--- src/rtl/hazard_pkg.sv ---
// Shared types and constants for the pipeline hazard controller.
// The stall counter is built only when HAZARD_STALL_CNT_EN is defined.
package hazard_pkg;

    localparam int REG_W_DEF = 5;
    localparam logic [4:0] REG_ZERO = 5'd0;

    typedef logic [0:0] state_t;
    localparam state_t RUN        = 1'b0;
    localparam state_t LD_BR_WAIT = 1'b1;

endpackage

--- src/rtl/hazard_reg_match.sv ---
// Flags when the ID instruction reads the register the EX instruction writes.
// $0 is hardwired to zero, so it never creates a dependency.
module hazard_reg_match
    import hazard_pkg::*;
#(
    parameter int REG_W = REG_W_DEF
) (
    input  logic [REG_W-1:0] rs_i,
    input  logic [REG_W-1:0] rt_i,
    input  logic             uses_rt_i,
    input  logic [REG_W-1:0] dst_i,
    output logic             match_o
);

    logic dst_live;

    assign dst_live = (dst_i != REG_W'(REG_ZERO));
    assign match_o  = dst_live && ((rs_i == dst_i) || (uses_rt_i && (rt_i == dst_i)));

endmodule

--- src/rtl/hazard_control_unit.sv ---
// Load-use / branch-operand hazard controller: bubble insertion, PC/IF-ID holds, redirect.
// Define HAZARD_STALL_CNT_EN to add the saturating StallCount output.
module hazard_control_unit
    import hazard_pkg::*;
#(
    parameter int REG_W = REG_W_DEF
`ifdef HAZARD_STALL_CNT_EN
    ,
    parameter int CNT_W = 16
`endif
) (
    input  logic             Clk,
    input  logic             Rst_n,
    input  logic [REG_W-1:0] IFID_Rs,
    input  logic [REG_W-1:0] IFID_Rt,
    input  logic             IFID_UsesRt,
    input  logic             IFID_Branch,
    input  logic             IFID_Jump,
    input  logic             BranchTaken,
    input  logic             IDEX_MemRead,
    input  logic             IDEX_RegWrite,
    input  logic [REG_W-1:0] IDEX_Dst,
    output logic             PCWrite,
    output logic             IFIDWrite,
    output logic             CtrlZeroSel,
    output logic             PCSrcSel,
    output logic             IFIDFlush
`ifdef HAZARD_STALL_CNT_EN
    ,
    output logic [CNT_W-1:0] StallCount
`endif
);

    state_t state_q, state_d;
    logic   match, load_use, br_dep, stall, redirect;

    hazard_reg_match #(.REG_W(REG_W)) u_match (
        .rs_i      (IFID_Rs),
        .rt_i      (IFID_Rt),
        .uses_rt_i (IFID_UsesRt),
        .dst_i     (IDEX_Dst),
        .match_o   (match)
    );

    assign load_use = IDEX_MemRead && match;
    assign br_dep   = IFID_Branch && IDEX_RegWrite && !IDEX_MemRead && match;

    // LD_BR_WAIT stalls regardless of inputs; the branch is re-evaluated on release.
    assign stall    = (state_q == LD_BR_WAIT) || load_use || br_dep;
    assign redirect = !stall && (IFID_Jump || (IFID_Branch && BranchTaken));

    always_comb begin
        state_d = RUN;
        if (state_q == RUN && load_use && IFID_Branch)
            state_d = LD_BR_WAIT;
    end

    always_ff @(posedge Clk or negedge Rst_n) begin
        if (!Rst_n) state_q <= RUN;
        else        state_q <= state_d;
    end

    // Held reset forces pass-through so the pipeline drains cleanly.
    always_comb begin
        PCWrite     = 1'b1;
        IFIDWrite   = 1'b1;
        CtrlZeroSel = 1'b0;
        PCSrcSel    = 1'b0;
        IFIDFlush   = 1'b0;
        if (Rst_n) begin
            if (stall) begin
                PCWrite     = 1'b0;
                IFIDWrite   = 1'b0;
                CtrlZeroSel = 1'b1;
            end else if (redirect) begin
                PCSrcSel    = 1'b1;
                IFIDFlush   = 1'b1;
            end
        end
    end

`ifdef HAZARD_STALL_CNT_EN
    logic [CNT_W-1:0] cnt_q, cnt_d;

    always_comb begin
        cnt_d = cnt_q;
        if (CtrlZeroSel && (cnt_q != {CNT_W{1'b1}}))
            cnt_d = cnt_q + 1'b1;
    end

    always_ff @(posedge Clk or negedge Rst_n) begin
        if (!Rst_n) cnt_q <= '0;
        else        cnt_q <= cnt_d;
    end

    assign StallCount = cnt_q;
`endif

endmodule

--- config.mk ---
export PLATFORM = sky130hd
export DESIGN_NAME = hazard_control_unit
export DESIGN_NICKNAME = d
export VERILOG_FILES = /design/src/rtl/hazard_pkg.sv /design/src/rtl/hazard_reg_match.sv /design/src/rtl/hazard_control_unit.sv
export SDC_FILE = /design/constraint.sdc
export NUM_CORES = 1
export LEC_CHECK = 0
export CORE_AREA = 4 4 41 43
export CTS_CLUSTER_SIZE = 40
export DETAILED_ROUTE_END_ITERATION = 6
export DIE_AREA = 0 0 45 47
export PLACE_DENSITY = 0.57
export SKIP_CTS_REPAIR_TIMING = 1
export SLEW_MARGIN = 20
export SYNTH_ARGS = -nofsm -noshare
export SYNTH_HDL_FRONTEND = slang
export SYNTH_SLANG_ARGS = --single-unit
export TNS_END_PERCENT = 10
--- constraint.sdc ---
create_clock -name Clk -period 1.4 [get_ports Clk]
set_clock_uncertainty 0.15 [all_clocks]
set_input_delay 0.14 -clock Clk [delete_from_list [all_inputs] [get_ports Clk]]
set_output_delay 0.14 -clock Clk [all_outputs]
set_load 0.01 [all_outputs]
==> impl_metrics.ini, run 1 <==
[layout]
area_delta_synth_final_pct = 187.6
nNetsFinal = 93
reg_top3 = state_q x1
layout-drive-gt1-share_pct = 51.47
final_common_cell = buf_4
diodes = 0
largest_register = state_q
fillers = 145
layout_common_cells = 10 x buf_4, 9 x dlymetal6s2s_1, 7 x clkdlybuf4s50_1, 6 x clkbuf_2
largest_reg_flops = 1
ff_latch_area_um2 = 25.02
multi_input_area_um2 = 292.8

[pwr]
p_comb_share_pct = 86.1
power_switching_mw = 0.07073
power_density_nw_per_um2 = 312.5
leakagePower_nw = 0.3551
peakVddDrop_v = 0.0001215
design_power_total_mw = 0.2182
swShare_pct = 32.42
seq_power_share_pct = 13.9
p_int_mw = 0.1474
clkPwrFrac_pct = 0

[floorplanning]
die_x_um = 45
die_area_um2 = 2115
die_h_um = 47
core_area_um2 = 1301
core.rowCount = 13
num_io_pins = 28
start_util_pct = 18.65

[timing]
setup_ws_ps = -266.3
tns_ps = -1338
period_share_pct = 119.0
drv_slew = 0
min_period_ps = 1666
hold_viol = 0
fmax_mhz = 600.1
max_slew_margin_pct = 82.14
rsz0062_at_grt = true
setup_viol = 6
worst_pin_slew_ps = 267.4

[yosys]
synth_seq_area_share_pct = 10.31
ys_types = 20
synth.area.mux_share_pct = 0
synth_top_family_by_area = XOR/XNOR gates
synth-simple-area-share_pct = 24.23
synth_fp_nets = 54
synth_warnings = 0
synth_compound_area_share_pct = 21.65
ys_ff_latch = 1
synthAdderAreaFrac_pct = 0
syn_area_um2 = 242.7
avgSynthCellArea_um2 = 7.830
postSynthCellCount = 31
synth-xor-area-share_pct = 36.08

[critical_path]
critPathKind = in2out
startpoint_type = primary input
slowest_stage = o32a_1
r2r_end = state_q
critical_path.top_delay_family = compound AO/OA/AOI/OAI gates
crit_arrival_ps = 1380
cp_data_required_time_ps = 1110
crit_buf_inv = 2
slowest_delay_ps = 380
reg2reg_slack_ps = 470
critPathCaptureType = output pin
worstPathMaxFanout = 3
worst_r2r_startpoint = state_q
ff2ff_path_depth = 1
path_cells = buf_4, xnor2_2, nand3_1, o32a_1, o31a_1, buf_2

[job]
drv_cap = 0

[detailed_routing]
via_per_inst = 4.398
num_vias = 365
firstDrtPassIters = 1
wl_per_cell_um = 13.10
drtIter0Drc = 0
remaining_drc_errors = 0
drt-total-wl_mm = 1.087
antenna_left = 0

[global_routing]
grt_pass1_vias = 299
grt_antenna_before_repair = 0
grt_use_total_pct = 7.795
grt_pass1_wl_mm = 1.269
grt_start_max_net_pins = 5
grt-ovfl-total = 0

[placement]
port_buffers = 27
gp_congestion = 0.6407
dp_hpwl_um = 807.8

[run_status]
status = complete, but fails checks
violations = setup timing

[worst_hold_path]
min-delay-path-class = in2async

[clock_network]
insertion_delay_ps = 0
path_clk_slew_ps = 0
[metrics by stage]
step | worst slack [ps] | cell area, um2 | util, % | std cells | hold slack [ps]
after floorplan | -89.58 | 270.3 | - | 31 | -305.6
after global placement | -965.4 | 600.6 | 46.15 | 79 | 307.8
after detailed placement | -988.7 | 600.6 | 46.15 | 79 | 325.9
after CTS | -985.4 | 600.6 | 46.15 | 79 | 327.1
after global routing | -348.6 | 698.2 | 53.65 | 83 | 359.1
final | -266.3 | 698.2 | 53.65 | 83 | 321.1
[per-layer routing]
metal	routed length [um]	global-route usage, %	vias up	part of all wire (%)
met5	0	0	-	0
met4	15	0	0	1.4
met3	66	0	2	6.1
met2	668	16.10	12	61
met1	337	9.459	167	31
li1	-	-	184	-
[worst max path at each step]
stage	start	endpoint	slack, ps	depth (start not counted)
global placement	IDEX_Dst[0]	IFIDWrite	-970	6
global route	IDEX_Dst[1]	IFIDFlush	-350	7
CTS	IDEX_Dst[0]	IFIDWrite	-990	6
detailed placement	IDEX_Dst[0]	IFIDWrite	-990	6
finish	IDEX_Dst[0]	IFIDFlush	-270	6
floorplan	IDEX_Dst[0]	PCWrite	-90	5
[layout make-up]
| cell class | count | area share [%] |
|---|---|---|
| Timing Repair Buffer | 39 | 51.25 |
| Sequential cell | 1 | 3.584 |
| Inverter | 1 | 0.5376 |
| Tap cell | 15 | 2.688 |
| Multi-Input combinational cell | 27 | 41.94 |
[power by group through the flow]
stage	registers (mW)	logic [mW]	clock network [mW]
2_1_floorplan	0.0301	0.0562	0
3_3_place_gp	0.0302	0.159	0
3_5_place_dp	0.0303	0.160	0
4_1_cts	0.0303	0.160	0
5_1_grt	0.0304	0.201	0
6_report	0.0303	0.188	0
[kinds of logic (layout without fill, tap and decap cells)]
family	Yosys count	after routing
simple gates	10	10
flops	1	1
compound gates	7	7
buf+inv	3	40
xor+xnor	10	10
[synth_stat cells (all sizes together)]
cell / number / area [um2]
a31oi: 1 / 6.260
a31o: 1 / 8.760
a21oi: 2 / 10.01
nand4: 1 / 6.260
inv: 1 / 3.750
buf: 2 / 15.01
nand2: 2 / 7.510
dfrtp: 1 / 25.02
nor2: 1 / 6.260
o31a: 1 / 8.760
or4: 1 / 7.510
xnor2: 8 / 70.07
o32a: 1 / 10.01
nor4: 1 / 6.260
nand3: 1 / 5.000
nor2b: 1 / 6.260
o32ai: 1 / 8.760
nor3b: 1 / 7.510
and2: 1 / 6.260
xor2: 2 / 17.52
Power figures use the tool's default switching activity.
==> run 2, diff against run 1 <==
--- a/config.mk
+++ b/config.mk
@@ -6,12 +6,12 @@
 export NUM_CORES = 1
 export LEC_CHECK = 0
 export CORE_AREA = 4 4 41 43
-export CTS_CLUSTER_SIZE = 40
+export CTS_CLUSTER_SIZE = 12
 export DETAILED_ROUTE_END_ITERATION = 6
 export DIE_AREA = 0 0 45 47
-export PLACE_DENSITY = 0.57
+export PLACE_DENSITY = 0.55
 export SKIP_CTS_REPAIR_TIMING = 1
-export SLEW_MARGIN = 20
+export SLEW_MARGIN = 10
 export SYNTH_ARGS = -nofsm -noshare
 export SYNTH_HDL_FRONTEND = slang
 export SYNTH_SLANG_ARGS = --single-unit
==> constraint.sdc (replaced) <==
create_clock -name Clk -period 2.1 [get_ports Clk]
set_clock_uncertainty 0.15 [all_clocks]
set_input_delay 0.21 -clock Clk [delete_from_list [all_inputs] [get_ports Clk]]
set_output_delay 0.21 -clock Clk [all_outputs]
set_load 0.01 [all_outputs]
==> run 2 against run 1 <==
Compared with the run above: critical path type unchanged; routed wire length fell by 29%; design area fell by 14%; first-iteration DRC count did not move; utilization fell by 7.7 points; critical path depth fell by 1; power fell by 45%; sequential share of layout area rose by 0.60 points; die area did not move; largest cell class unchanged; the flow now finishes without violations; cell count fell by 7.2%.
==> impl_metrics.ini, run 2 (synthesis gave the netlist of run 1 again) <==
[global_routing]
grt-ovfl-total = 0
grt_pass1_vias = 299
grt_pass1_wl_mm = 1.179
grt_start_max_net_pins = 5
grt_antenna_before_repair = 0
grt_use_total_pct = 6.935

[layout]
largest_reg_flops = 1
fin_util_pct = 45.96
area_delta_synth_final_pct = 146.4
reg_top3 = state_q x1
final_common_cell = clkdlybuf4s50_1
nNetsFinal = 87
largest_register = state_q
layout_common_cells = 14 x clkdlybuf4s50_1, 11 x dlymetal6s2s_1, 8 x xnor2_1, 6 x buf_4
layout-drive-gt1-share_pct = 16.13
diodes = 0

[placement]
pre_cts_slack_ps = -444.4
gp_congestion = 0.6125
port_buffers = 27
dp_hpwl_um = 715.3

[clock_network]
insertion_delay_ps = 0
path_clk_slew_ps = 0

[timing]
period_share_pct = 95.03
drv_slew = 0
setup_viol = 0
fmax_mhz = 501.1
min_period_ps = 1996
tns_ps = 0
max_slew_margin_pct = 79.13
setup_ws_ps = 104.3
worst_pin_slew_ps = 312.0
hold_viol = 0
rsz0062_at_grt = false

[floorplanning]
start_util_pct = 18.65
die_h_um = 47
core_area_um2 = 1301
die_x_um = 45
core.rowCount = 13
die_area_um2 = 2115
num_io_pins = 28

[detailed_routing]
antenna_left = 0
via_per_inst = 4.286
remaining_drc_errors = 0
num_vias = 330
drt-total-wl_um = 771
firstDrtPassIters = 1
wl_per_cell_um = 10.01
drtIter0Drc = 0

[critical_path]
critPathCaptureType = output pin
cp_data_required_time_ps = 1740
worstPathMaxFanout = 2
crit_arrival_ps = 1640
startpoint_type = primary input
crit_start = IFID_Rs[3]
worst_r2r_startpoint = state_q
critPathKind = in2out

[pwr]
peakVddDrop_v = 0.00008686
leakagePower_nw = 0.2953
power_density_nw_per_um2 = 199.4

[run_status]
status = complete, no violations

[job]
drv_cap = 0

[worst_hold_path]
min-delay-path-class = in2async
-- run 2: changes by cell type in the layout (fill, tap and decap cells not counted), moves of 2 or more --
cell             change
clkdlybuf4s50_1      +7
clkbuf_2             -5
buf_4                -4
buf_6                -4
xnor2_1              +4
xnor2_2              -4
dlymetal6s2s_1       +2
xor2_1               +2
xor2_2               -2
-- run 2: area by class of cell --
type / count / area, um2
fillers: 144 / 703.2
inverters: 1 / 3.754
multi-input cells: 27 / 217.7
flip-flops and latches: 1 / 25.02
well taps: 15 / 18.77
repair buffers: 33 / 332.8
-- run 2: metal layers --
metal	up-vias	routed length [um]	track usage, %
li1	174	-	-
met1	143	343	9.932
met2	13	355	12.15
met3	0	73	0.3831
met4	0	0	0
met5	-	0	0
-- run 2: final timing paths --
| path | end | slack (ps) | cells past startpoint |
|---|---|---|---|
| hold / removal | state_q | 240 | 1 |
| hold reg to reg | state_q | 290 | 1 |
| max in group asynchronous | state_q | 1430 | 1 |
| min in group Clk | state_q | 290 | 1 |
| setup / recovery | IFIDFlush | 100 | 5 |
| setup reg to reg | state_q | 1220 | 1 |
-- run 2: where the power goes --
group          total, mW  internal, mW  switching, mW
clock network          0             0              0
logic             0.0992        0.0644         0.0348
registers         0.0201        0.0199       0.000185
total              0.119        0.0843         0.0350
-- run 2: metrics by stage --
stage / instance area (um2) / instances / power [mW] / hold slack (ps)
finish: 598.1 / 77 / 0.1193 / 241.5
CTS: 554.3 / 76 / 0.1179 / 241.8
global placement: 554.3 / 76 / 0.1178 / 242.0
detailed placement: 554.3 / 76 / 0.1175 / 241.8
global route: 598.1 / 77 / 0.1279 / 257.2
floorplan: 242.7 / 31 / 0.05443 / -235.6
-- run 2: critical path, stage by stage --
cell and delay [ps]:
clkdlybuf4s50_1 420, xor2_1 210, o32a_1 360, o31a_1 290, buf_2 140
==> run 3, diff against run 2 <==
==> constraint.sdc (replaced) <==
create_clock -name Clk -period 2.5 [get_ports Clk]
set_clock_uncertainty 0.15 [all_clocks]
set_input_delay 0.25 -clock Clk [delete_from_list [all_inputs] [get_ports Clk]]
set_output_delay 0.25 -clock Clk [all_outputs]
set_load 0.01 [all_outputs]
==> run 3 against run 2 <==
Compared with the run above: setup slack improved by 110 ps; sequential share of layout area increased by 0.17 points; register-to-register slack gained 400 ps; sequential power is 16% lower; first-iteration DRC count grew 4; power shrank 17%; utilization fell by 1.8 points; sequential cell count unchanged; hold slack better by 40 ps; die area unchanged; combinational power is 18% lower; highest routed layer unchanged.
==> impl_metrics.ini, run 3 (synthesis gave the netlist of run 1 again) <==
[critical_path]
ff2ff_path_depth = 1
r2r_end = state_q
critPathCaptureType = output pin
startpoint_type = primary input
worstPathMaxFanout = 3
crit_end = IFIDFlush
reg2reg_slack_ps = 1620
critPathKind = in2out
worst_r2r_startpoint = state_q
crit_arrival_ps = 1890
crit_start = IDEX_Dst[1]
cp_data_required_time_ps = 2100

[layout]
layout_common_cells = 22 x clkdlybuf4s50_1, 8 x xnor2_1, 5 x dlymetal6s2s_1, 5 x buf_4
layoutNonFillerInstCount = 76
multi_input_area_um2 = 206.4
final_common_cell = clkdlybuf4s50_1
reg_top3 = state_q x1
area_delta_synth_final_pct = 136.6
layout-drive-gt1-share_pct = 11.48
fillers = 144
fin_util_pct = 44.13
diodes = 0
ff_latch_area_um2 = 25.02
nNetsFinal = 86
largest_reg_flops = 1
design_area_um2 = 574.3
largest_register = state_q

[pwr]
p_int_mw = 0.07196
seq_power_share_pct = 17.1
clkPwrFrac_pct = 0
power_switching_mw = 0.02658
p_comb_share_pct = 82.9
swShare_pct = 26.98
design_power_total_mw = 0.09854
peakVddDrop_v = 0.00007419
leakagePower_nw = 0.2421
power_density_nw_per_um2 = 171.6

[timing]
worst_pin_slew_ps = 254.9
period_share_pct = 91.53
tns_ps = 0
min_period_ps = 2288
holdWs_ps = 281.5
hold_viol = 0
fmax_mhz = 437.0
setup_viol = 0
max_slew_margin_pct = 83.01
setup_ws_ps = 211.7
drv_slew = 0
rsz0062_at_grt = false

[placement]
dp_hpwl_um = 714.9
port_buffers = 27
pre_cts_slack_ps = -124.4
dpl_cell_area_um2 = 554.3
gp_congestion = 0.6127
dp.cells = 76

[detailed_routing]
drt-total-wl_um = 752
wl_per_cell_um = 9.895
num_vias = 326
remaining_drc_errors = 0
antenna_left = 0
drtIter0Drc = 4
via_per_inst = 4.289
firstDrtPassIters = 4

[global_routing]
grt_pass1_wl_mm = 1.179
grt_start_max_net_pins = 5
grt-ovfl-total = 0
grt_use_total_pct = 6.935
grt_pass1_vias = 299
grt_antenna_before_repair = 0

[floorplanning]
core.rowCount = 13
start_util_pct = 18.65
die_h_um = 47
die_area_um2 = 2115
die_x_um = 45
num_io_pins = 28
core_area_um2 = 1301

[clock_network]
insertion_delay_ps = 0
path_clk_slew_ps = 0

[worst_hold_path]
min-delay-path-class = in2async

[job]
drv_cap = 0

[run_status]
status = complete, no violations
## run 3: cell count changes in the layout (fill, tap and decap cells not counted), sizes merged
cell and change:
clkdlybuf4s50 +8, dlymetal6s2s -6, buf -2, clkbuf -1
## run 3: worst min path at each step
stage           from  depth (start not counted)  endpoint  slack [ps]
6_report       Rst_n                          1   state_q         280
4_1_cts        Rst_n                          1   state_q         280
3_5_place_dp   Rst_n                          1   state_q         280
2_1_floorplan  Rst_n                          0   state_q        -200
3_3_place_gp   Rst_n                          1   state_q         280
5_1_grt        Rst_n                          1   state_q         300
## run 3: power groups by stage
stage	Combinational [mW]	Clock, mW	Sequential (mW)
2_1_floorplan	0.0289	0	0.0168
6_report	0.0817	0	0.0169
5_1_grt	0.0889	0	0.0169
3_3_place_gp	0.0820	0	0.0169
4_1_cts	0.0821	0	0.0169
3_5_place_dp	0.0818	0	0.0169
## run 3: layer usage
metal | vias to the layer above | wire, um | part of all wire (%) | GRT usage (%)
met4 | 0 | 0 | 0 | 0
met3 | 0 | 73 | 9.7 | 0.3831
met2 | 13 | 344 | 46 | 12.15
met5 | - | 0 | 0 | 0
li1 | 173 | - | - | -
met1 | 140 | 334 | 44 | 9.932
## run 3: cell type report
type | instances | area share, %
Sequential cell | 1 | 4.357
Timing Repair Buffer | 32 | 55.77
Inverter | 1 | 0.6536
Multi-Input combinational cell | 27 | 35.95
Tap cell | 15 | 3.268
## run 3: worst max-delay path, cell delays in order
cell and delay, ps:
clkdlybuf4s50_1 520, xnor2_1 130, nand3_1 130, o32a_1 380, o31a_1 310, dlymetal6s2s_1 170
